`src/rtl/log_motion_ctrl.sv`:
```
// Once per frame, sweeps all logs (one per cycle) and advances each by its lane speed with horizontal wrap.
// The whole X set is then committed at once, so the renderer only ever sees complete frames.
module log_motion_ctrl #(
  parameter int NUM_OF_LOGS   = 30,
  parameter int NUM_LANES     = 6,
  parameter int LOGS_PER_LANE = 5,
  parameter int SCREEN_W      = 640,
  parameter int X_SPACING     = 128,
  parameter int LANE_STAGGER  = 40,
  parameter int LANE_Y0       = 80,
  parameter int LANE_H        = 20
) (
  input  logic        CLK,
  input  logic        RESETn,
  input  logic        startOfFrame,
  input  logic        pause,
  input  logic        restart,
  output logic [10:0] ObjectStartX [NUM_OF_LOGS],
  output logic [10:0] ObjectStartY [NUM_OF_LOGS],
  output logic        busy,
  output logic        update_done,
  output logic        frame_overrun
);

  localparam int IDX_W  = $clog2(NUM_OF_LOGS);
  localparam int LANE_W = $clog2(NUM_LANES);
  localparam int SLOT_W = $clog2(LOGS_PER_LANE);

  typedef enum logic [1:0] {IDLE, UPDATE, COMMIT} state_t;

  state_t              state;
  logic [IDX_W-1:0]    idx;
  logic [LANE_W-1:0]   lane;
  logic [SLOT_W-1:0]   slot;
  logic [10:0]         work [NUM_OF_LOGS];

  function automatic logic [10:0] init_x(input int i);
    int l;
    int s;
    l = i / LOGS_PER_LANE;
    s = i % LOGS_PER_LANE;
    return 11'((s * X_SPACING + l * LANE_STAGGER) % SCREEN_W);
  endfunction

  function automatic logic [10:0] init_y(input int i);
    return 11'(LANE_Y0 + (i / LOGS_PER_LANE) * LANE_H);
  endfunction

  // Even lanes drift right, odd lanes left; speed cycles 1,2,3 px/frame across lanes.
  function automatic logic [10:0] step_x(input logic [10:0] x, input logic [LANE_W-1:0] l);
    logic [10:0] spd;
    logic [10:0] n;
    spd = 11'(l % 3) + 11'd1;
    if (!l[0]) begin
      n = x + spd;
      if (n >= 11'(SCREEN_W)) n = n - 11'(SCREEN_W);
    end else begin
      n = (x < spd) ? x + 11'(SCREEN_W) - spd : x - spd;
    end
    return n;
  endfunction

  always_comb begin
    for (int i = 0; i < NUM_OF_LOGS; i++) ObjectStartY[i] = init_y(i);
  end

  always_ff @(posedge CLK or negedge RESETn) begin
    if (!RESETn) begin
      state         <= IDLE;
      idx           <= '0;
      lane          <= '0;
      slot          <= '0;
      busy          <= 1'b0;
      update_done   <= 1'b0;
      frame_overrun <= 1'b0;
      for (int i = 0; i < NUM_OF_LOGS; i++) begin
        work[i]         <= init_x(i);
        ObjectStartX[i] <= init_x(i);
      end
    end else begin
      update_done <= 1'b0;
      if (restart) begin
        state         <= IDLE;
        idx           <= '0;
        lane          <= '0;
        slot          <= '0;
        busy          <= 1'b0;
        frame_overrun <= 1'b0;
        for (int i = 0; i < NUM_OF_LOGS; i++) begin
          work[i]         <= init_x(i);
          ObjectStartX[i] <= init_x(i);
        end
      end else begin
        case (state)
          IDLE: begin
            if (startOfFrame && !pause) begin
              state <= UPDATE;
              idx   <= '0;
              lane  <= '0;
              slot  <= '0;
              busy  <= 1'b1;
            end
          end
          UPDATE: begin
            if (startOfFrame) frame_overrun <= 1'b1;
            work[idx] <= step_x(work[idx], lane);
            if (idx == IDX_W'(NUM_OF_LOGS - 1)) begin
              state <= COMMIT;
            end else begin
              idx <= idx + 1'b1;
              if (slot == SLOT_W'(LOGS_PER_LANE - 1)) begin
                slot <= '0;
                lane <= lane + 1'b1;
              end else begin
                slot <= slot + 1'b1;
              end
            end
          end
          COMMIT: begin
            if (startOfFrame) frame_overrun <= 1'b1;
            ObjectStartX <= work;
            update_done  <= 1'b1;
            busy         <= 1'b0;
            state        <= IDLE;
          end
          default: state <= IDLE;
        endcase
      end
    end
  end

endmodule

```
`config.mk`:
```
export PLATFORM = sky130hd
export DESIGN_NAME = log_motion_ctrl
export DESIGN_NICKNAME = d
export VERILOG_FILES = /design/src/rtl/log_motion_ctrl.sv
export SDC_FILE = /design/constraint.sdc
export NUM_CORES = 1
export LEC_CHECK = 0
export CAP_MARGIN = 20
export CORE_MARGIN = 3
export CORE_UTILIZATION = 45
export DETAILED_ROUTE_END_ITERATION = 6
export PLACE_DENSITY = 0.71
export SLEW_MARGIN = 15
export SYNTH_ARGS = -nofsm -noshare
export SYNTH_HDL_FRONTEND = slang
export SYNTH_SLANG_ARGS = --single-unit
```
`constraint.sdc`:
```
create_clock -name CLK -period 6.56 [get_ports CLK]
set_clock_uncertainty 0.15 [all_clocks]
set_input_delay 1.968 -clock CLK [delete_from_list [all_inputs] [get_ports CLK]]
set_output_delay 1.968 -clock CLK [all_outputs]
set_load 0.03 [all_outputs]
```
# == After elaboration in Yosys (flattened, before gate mapping) ==
# Index checks and enable logic that the tools add are counted.
# totals
inputBits,5
wordCells,146
register_bits,676
out_inout_bits,663
# classes
bitwise,1
magnitude_cmp,4
n_eq_ne,8
reduce_logical,16
muxes,40
n_div,1
add_sub_neg,9
# ops
operator,count
2-to-1 mux 330 bit,4
bitwise mux 330 bit,1
2-to-1 mux 11 bit,8
binary-select mux 11 bit (select 5 bit),1
demux 11 bit (select 5 bit),1
modulo 3 x 2 -> 32 bit (second input constant),1
subtractor 11 bit,2
2-to-1 mux 3 bit,7
2-to-1 mux 5 bit,3
!= test 3 bit (second input constant),4
one-hot mux 3 bit (2 select lines),2
adder 11 x 1 -> 11 bit (second input constant),1
adder 11 x 10 -> 11 bit (second input constant),1
adder 11 bit,1
greater-or-equal comparator 11 x 10 -> 1 bit (second input constant),1
< comparator 11 bit,1
subtractor 11 x 10 -> 11 bit (second input constant),1
one-hot mux 5 bit (2 select lines),1
nonzero test 2 bit,4
2-to-1 mux 1 bit,7
adder 3 x 1 -> 3 bit (second input constant),2
greater-or-equal comparator 6 bit (second input constant),1
< comparator 6 x 1 -> 1 bit (second input constant),1
2-to-1 mux 2 bit,3
16 further kinds,20

# == Longest topological paths before layout ==
# depth
depth_word,13
mapped_depth,25
depth_no_buf,23

# == Worst setup path after synthesis ==
# No wires, ideal clock.
# synth_path
path_type,reg2reg
startpoint,register idx[0]
endpoint,register work[74] (netlist name)
t_arrival_ps,4967
setup_slack_ps,1322
n_path_buf,6
synth_period_minus_slack_ps,5238
setup_time_ps,121
t_required_ps,6289
stages_incl_launch_ff,22
path_cell_list,dfrtp_1 -> buf_2 -> buf_4 -> buf_2 -> buf_2 -> mux4_2 -> a22oi_1 -> nand4_1 -> ha_1 -> buf_6 -> or3_1 -> a21oi_1 -> a21oi_1 -> xnor2_1 -> inv_1 -> ha_1 -> nor2_1 -> o2bb2ai_1 -> a41o_1 -> a221oi_4 -> buf_6 -> o21ai_2
# synth_via
elab_chain_len,13
word_cells_on_any_way,24
classes_between,add/sub (5); order compare (4); mux (13); bitwise (1); reduce/logical (1)
# synth_lines
element,line,text
"start, declared",32,logic [IDX_W-1:0] idx;
"start signal, assigned",110,idx <= idx + 1'b1;
NOT 5 -> 6 bit (not written as such) *,106,"work[idx] <= step_x(work[idx], lane);"
binary-select mux 11 bit (select 5 bit),106,
2-to-1 mux 11 bit (not written as such) (2 in series),106,
adder 11 bit / adder 11 x 10 -> 11 bit (equally long branches),"55, 58",
"subtractor 11 x 10 -> 11 bit, or another cell as far along",56,if (n >= 11'(SCREEN_W)) n = n - 11'(SCREEN_W);
"2-to-1 mux 11 bit, on equally long branches","56, 58",
2-to-1 mux 11 bit,54,if (!l[0]) begin
2-to-1 mux 11 bit,94,case (state)
2-to-1 mux 11 bit,82,if (restart) begin
bitwise mux 330 bit *,106,
2-to-1 mux 330 bit *,94,
2-to-1 mux 330 bit *,82,
"end signal, assigned by index",77,work[i] <= init_x(i);
"end signal, assigned by index",90,work[i] <= init_x(i);
"end signal, assigned by index",106,
"end, declared",35,logic [10:0] work [NUM_OF_LOGS];
# Mark *: on every way between the ends. The rest lies on a longest branch, timed or not. The select of a mux whose other input is x is not followed.
# A chain may end at the register's enable or synchronous reset.

# == Worst setup path in the final report ==
# layout_path
startpoint,register idx[1]
endpoint,register work[65] (netlist name)
# Same word-level chain as after synthesis.

==> results.txt <==
----------------------------------------------------
[Yosys]
  Synth Register Bits ... 676
  Most frequently used flop master after synthesis ... dfrtp_1
  Cell taking the most area after synthesis ... dfrtp_1
  Number of enable-type register cells in the synthesized netlist ... 0
  Mean cell area of the mapped netlist ... 11.0 µm²
  Share of async-settable or async-resettable flops after synthesis ... 100%
  Area share of the largest cell type after synthesis ... 37.6%
  Most frequent cells after synthesis ... dfrtp_1 (506), nor2_1 (391), buf_4 (332)
  Part of the Yosys area used for sequential elements ... 50.8%
  Most numerous cell in the Yosys netlist ... dfrtp_1
  Post-synthesis instance total ... 3077
  Number of distinct library cells after synthesis ... 69
  Synth Warn # ... 0
  Synthesized cell area ... 33700 µm²
  Top cells by area, synth ... dfrtp_1 (38%), dfstp_2 (13%), mux2i_1 (7.6%)

[STA]
  Slack of the critical path ... 0.600 ns
  Minimum period implied by the final worst setup slack ... 5.96 ns
  RSZ-0062 raised after global routing ... no
  Final hold vios ... 0
  Max Slew Vio Count ... 0
  Period Utilization, post-route ... 90.8%
  Tightest Pin Transition ... 1.19 ns
  Worst slew margin relative to its limit ... 20.5%
  Timing-limited maximum frequency ... 0.168 GHz
  Final-layout setup total negative slack ... 0 ns
  Finish-stage setup viols ... 0

[Power and ir drop]
  Pwr/cell area ... 256 nW/µm²
  Leakage power ... 16.5 nW
  Peak ir drop on the vdd network ... 0.186 mV

[Drt]
  Top layer reached by signal wires ... met5
  Drt wl/cell ... 24.5 µm
  DRT antenna net count ... 0
  DRC ... 0
  Via count normalized by instance count ... 5.58
  Detailed-route via count ... 24500
  First-pass iteration count of the detailed router ... 7
  Routed wire length ... 108000 µm
  Met3 Wirelength ... 8920 µm
  Met2 Routed Length ... 51200 µm
  M1 wire length ... 42700 µm
  Initial DRC Count ... 2664

[Clocking]
  Clock Root Buffer ... clkbuf_16
  Worst-Skew Late Latency ... 0.63 ns
  Num Clock Sinks ... 676
  CTS Buffer Depth ... 3
  Cts bufs inserted ... 72
  # resized after CTS ... 0
  Setup bufs post-CTS ... 0
  Hold bufs inserted after CTS ... 0
  H-Tree Level Count ... 3
  Clock slew at reported path FFs ... 0.06 ns
  TritonCTS clock tree ... yes

[Worst setup path]
  Worst Setup Path Type ... reg2reg
  Arr. time, crit path ... 6.33 ns
  Startpoint Class ... register
  Slowest cell on the critical path ... dfrtp_4
  Kind of end point of the critical path ... register
  Endpoint required time on the critical path ... 6.93 ns
  Worst path max stage delay ... 0.77 ns
  CP Max Fanout ... 40
  Worst path cell trace ... buf_12 > mux4_2 > o22ai_1 > nor4_1 > ha_1 > a21o_1 > nor4_1 > a21oi_1 > xnor2_1 > inv_1 > ha_1 > o311ai_0 > o211ai_1 > nand3b_2 > buf_12 > o21ai_2

[Place]
  Setup slack after placement ... 0.743 ns
  RD Place Congestion ... 0.927
  # port buffers ... 337
  Placed standard-cell area ... 36900 µm²
  Final HPWL from detailed placement ... 76900 µm

[Cells and area]
  Synth-to-Final Area Change ... 17.2%
  Count of filler cells inserted in the layout ... 6295
  Final net count ... 3422
  Reg area ... 17100 µm²
  Post-layout utilization of the core ... 53.7%
  Area of combinational cells with multiple inputs ... 14400 µm²
  Share of final-layout standard cells stronger than drive strength 1 ... 15.1%
  Final Cell Area ... 39500 µm²

[Floorplanning]
  I/O pin count ... 668
  Core area ... 73600 µm²
  DIE HEIGHT ... 280 µm
  Die Width ... 280 µm
  Floorplan die area ... 78200 µm²
  Initial core utilization ... 45.8%
  Number of rows created at floorplan ... 99

[Global routing]
  Vias in the first global route ... 23500
  Number of antenna violations at the first check in global routing ... 5
  Tot GR Track Use ... 26.6%
  First-pass GRT wire length ... 157000 µm
  Total congestion overflow after global routing ... 0
  Pin count of the biggest net entering global routing ... 166

[Status]
  Result of the run ... completed

[Job]
  Max-cap violations ... 0

[Min path]
  Type of the most critical hold path ... reg2reg

----------------------------------------------------
-- registers in the layout (all words and copies together), names as in the netlist --
| signal | cells |
|---|---|
| idx | 5 |
| work | 330 |
| ObjectStartX | 330 |
| frame_overrun | 1 |
| lane | 3 |
| state | 2 |
| slot | 3 |
| busy | 1 |
| update_done | 1 |
-- worst paths after layout --
path / startpoint / to / slack [ns] / cells after the start
worst max-delay path: idx[1] / work[65] / 0.60 / 16
worst min-delay path: slot[2] / slot[2] / 0.35 / 1
worst max register to register: idx[1] / work[65] / 0.60 / 16
worst min register to register: slot[2] / slot[2] / 0.35 / 1
max in group asynchronous: RESETn / work[101] / 3.75 / 2
min in group asynchronous: RESETn / ObjectStartX[186] / 1.25 / 1
-- layout make-up --
cell class,instances,area share [%]
antenna,3,0.0190
clock buffer,95,5.29
clock inverter,37,1.29
inverter,50,0.475
multi-input combinational,2161,36.4
sequential,676,43.4
tap,959,3.04
timing repair buffer,399,10.1
-- worst max-delay path: cells and delay by family, from the launching register on --
family,cells,cell delay [ns]
adders and majority gates,2,0.80
DFF,1,0.77
xor gates and xnor gates,1,0.34
buffers and inverters,3,0.75
muxes,1,0.31
AOI/OAI and AO/OA,6,1.22
and+or+nand+nor,3,1.47
-- where the power goes --
group	total (mW)	leakage, nW	switching [mW]	internal [mW]
sequential	4.21	8.85	0.0260	4.19
clock	4.43	1.28	1.77	2.66
combinational	1.45	6.38	1.12	0.332
total	10.1	16.5	2.91	7.18
-- layout by cell type (no fill, tap or decap), drive strengths merged, types with 8 or more instances in the layout --
master | synthesis | final
inv | 50 | 52
nand4 | 9 | 9
nor2b | 112 | 112
a21oi | 133 | 133
a22oi | 15 | 15
fa | 10 | 10
bufinv | 0 | 10
clkbuf | 125 | 96
dfrtp | 506 | 506
a211o | 88 | 88
clkdlybuf4s50 | 0 | 335
mux4 | 77 | 77
dfstp | 170 | 170
and2 | 9 | 9
xor2 | 9 | 9
nand2 | 223 | 223
mux2i | 255 | 255
o22ai | 11 | 11
o211ai | 12 | 12
nor4 | 12 | 12
ha | 47 | 47
a22o | 82 | 82
clkinv | 0 | 21
xnor2 | 17 | 17
buf | 400 | 63
o22a | 11 | 11
nor2 | 391 | 391
a21o | 21 | 21
conb | 2 | 337
nand2b | 8 | 8
o21ai | 193 | 193
-- per-stage QoR --
step | power, mW | hold slack [ns] | std cells
after floorplan | 5.39 | 0.300 | 3412
after global routing | 10.4 | 0.373 | 4377
final | 10.1 | 0.349 | 4380
after detailed placement | 5.71 | 0.329 | 4244
after global placement | 5.72 | 0.326 | 4244
after CTS | 10.1 | 0.342 | 4376
-- cell families (layout without fill, tap and decap cells) --
logic type               Yosys count  count (layout)  share of synthesized area, %
other                              2             340                        0.0223
adder cells (fa/ha/maj)           57              57                          2.34
AO/OA/AOI/OAI                    603             603                          12.5
multiplexers                     336             336                          12.9
XOR/XNOR                          26              26                         0.676
AND/OR/NAND/NOR                  802             802                          10.4
buffers and inverters            575             581                          10.4
flip-flops                       676             676                          50.8
-- routing by layer --
layer	vias up	track usage (%)
met4	4	11.7
met3	225	5.20
met2	1249	42.0
met1	12400	36.1
met5	-	0
li1	10600	-
No activity file was read; power rests on OpenSTA's default activity.
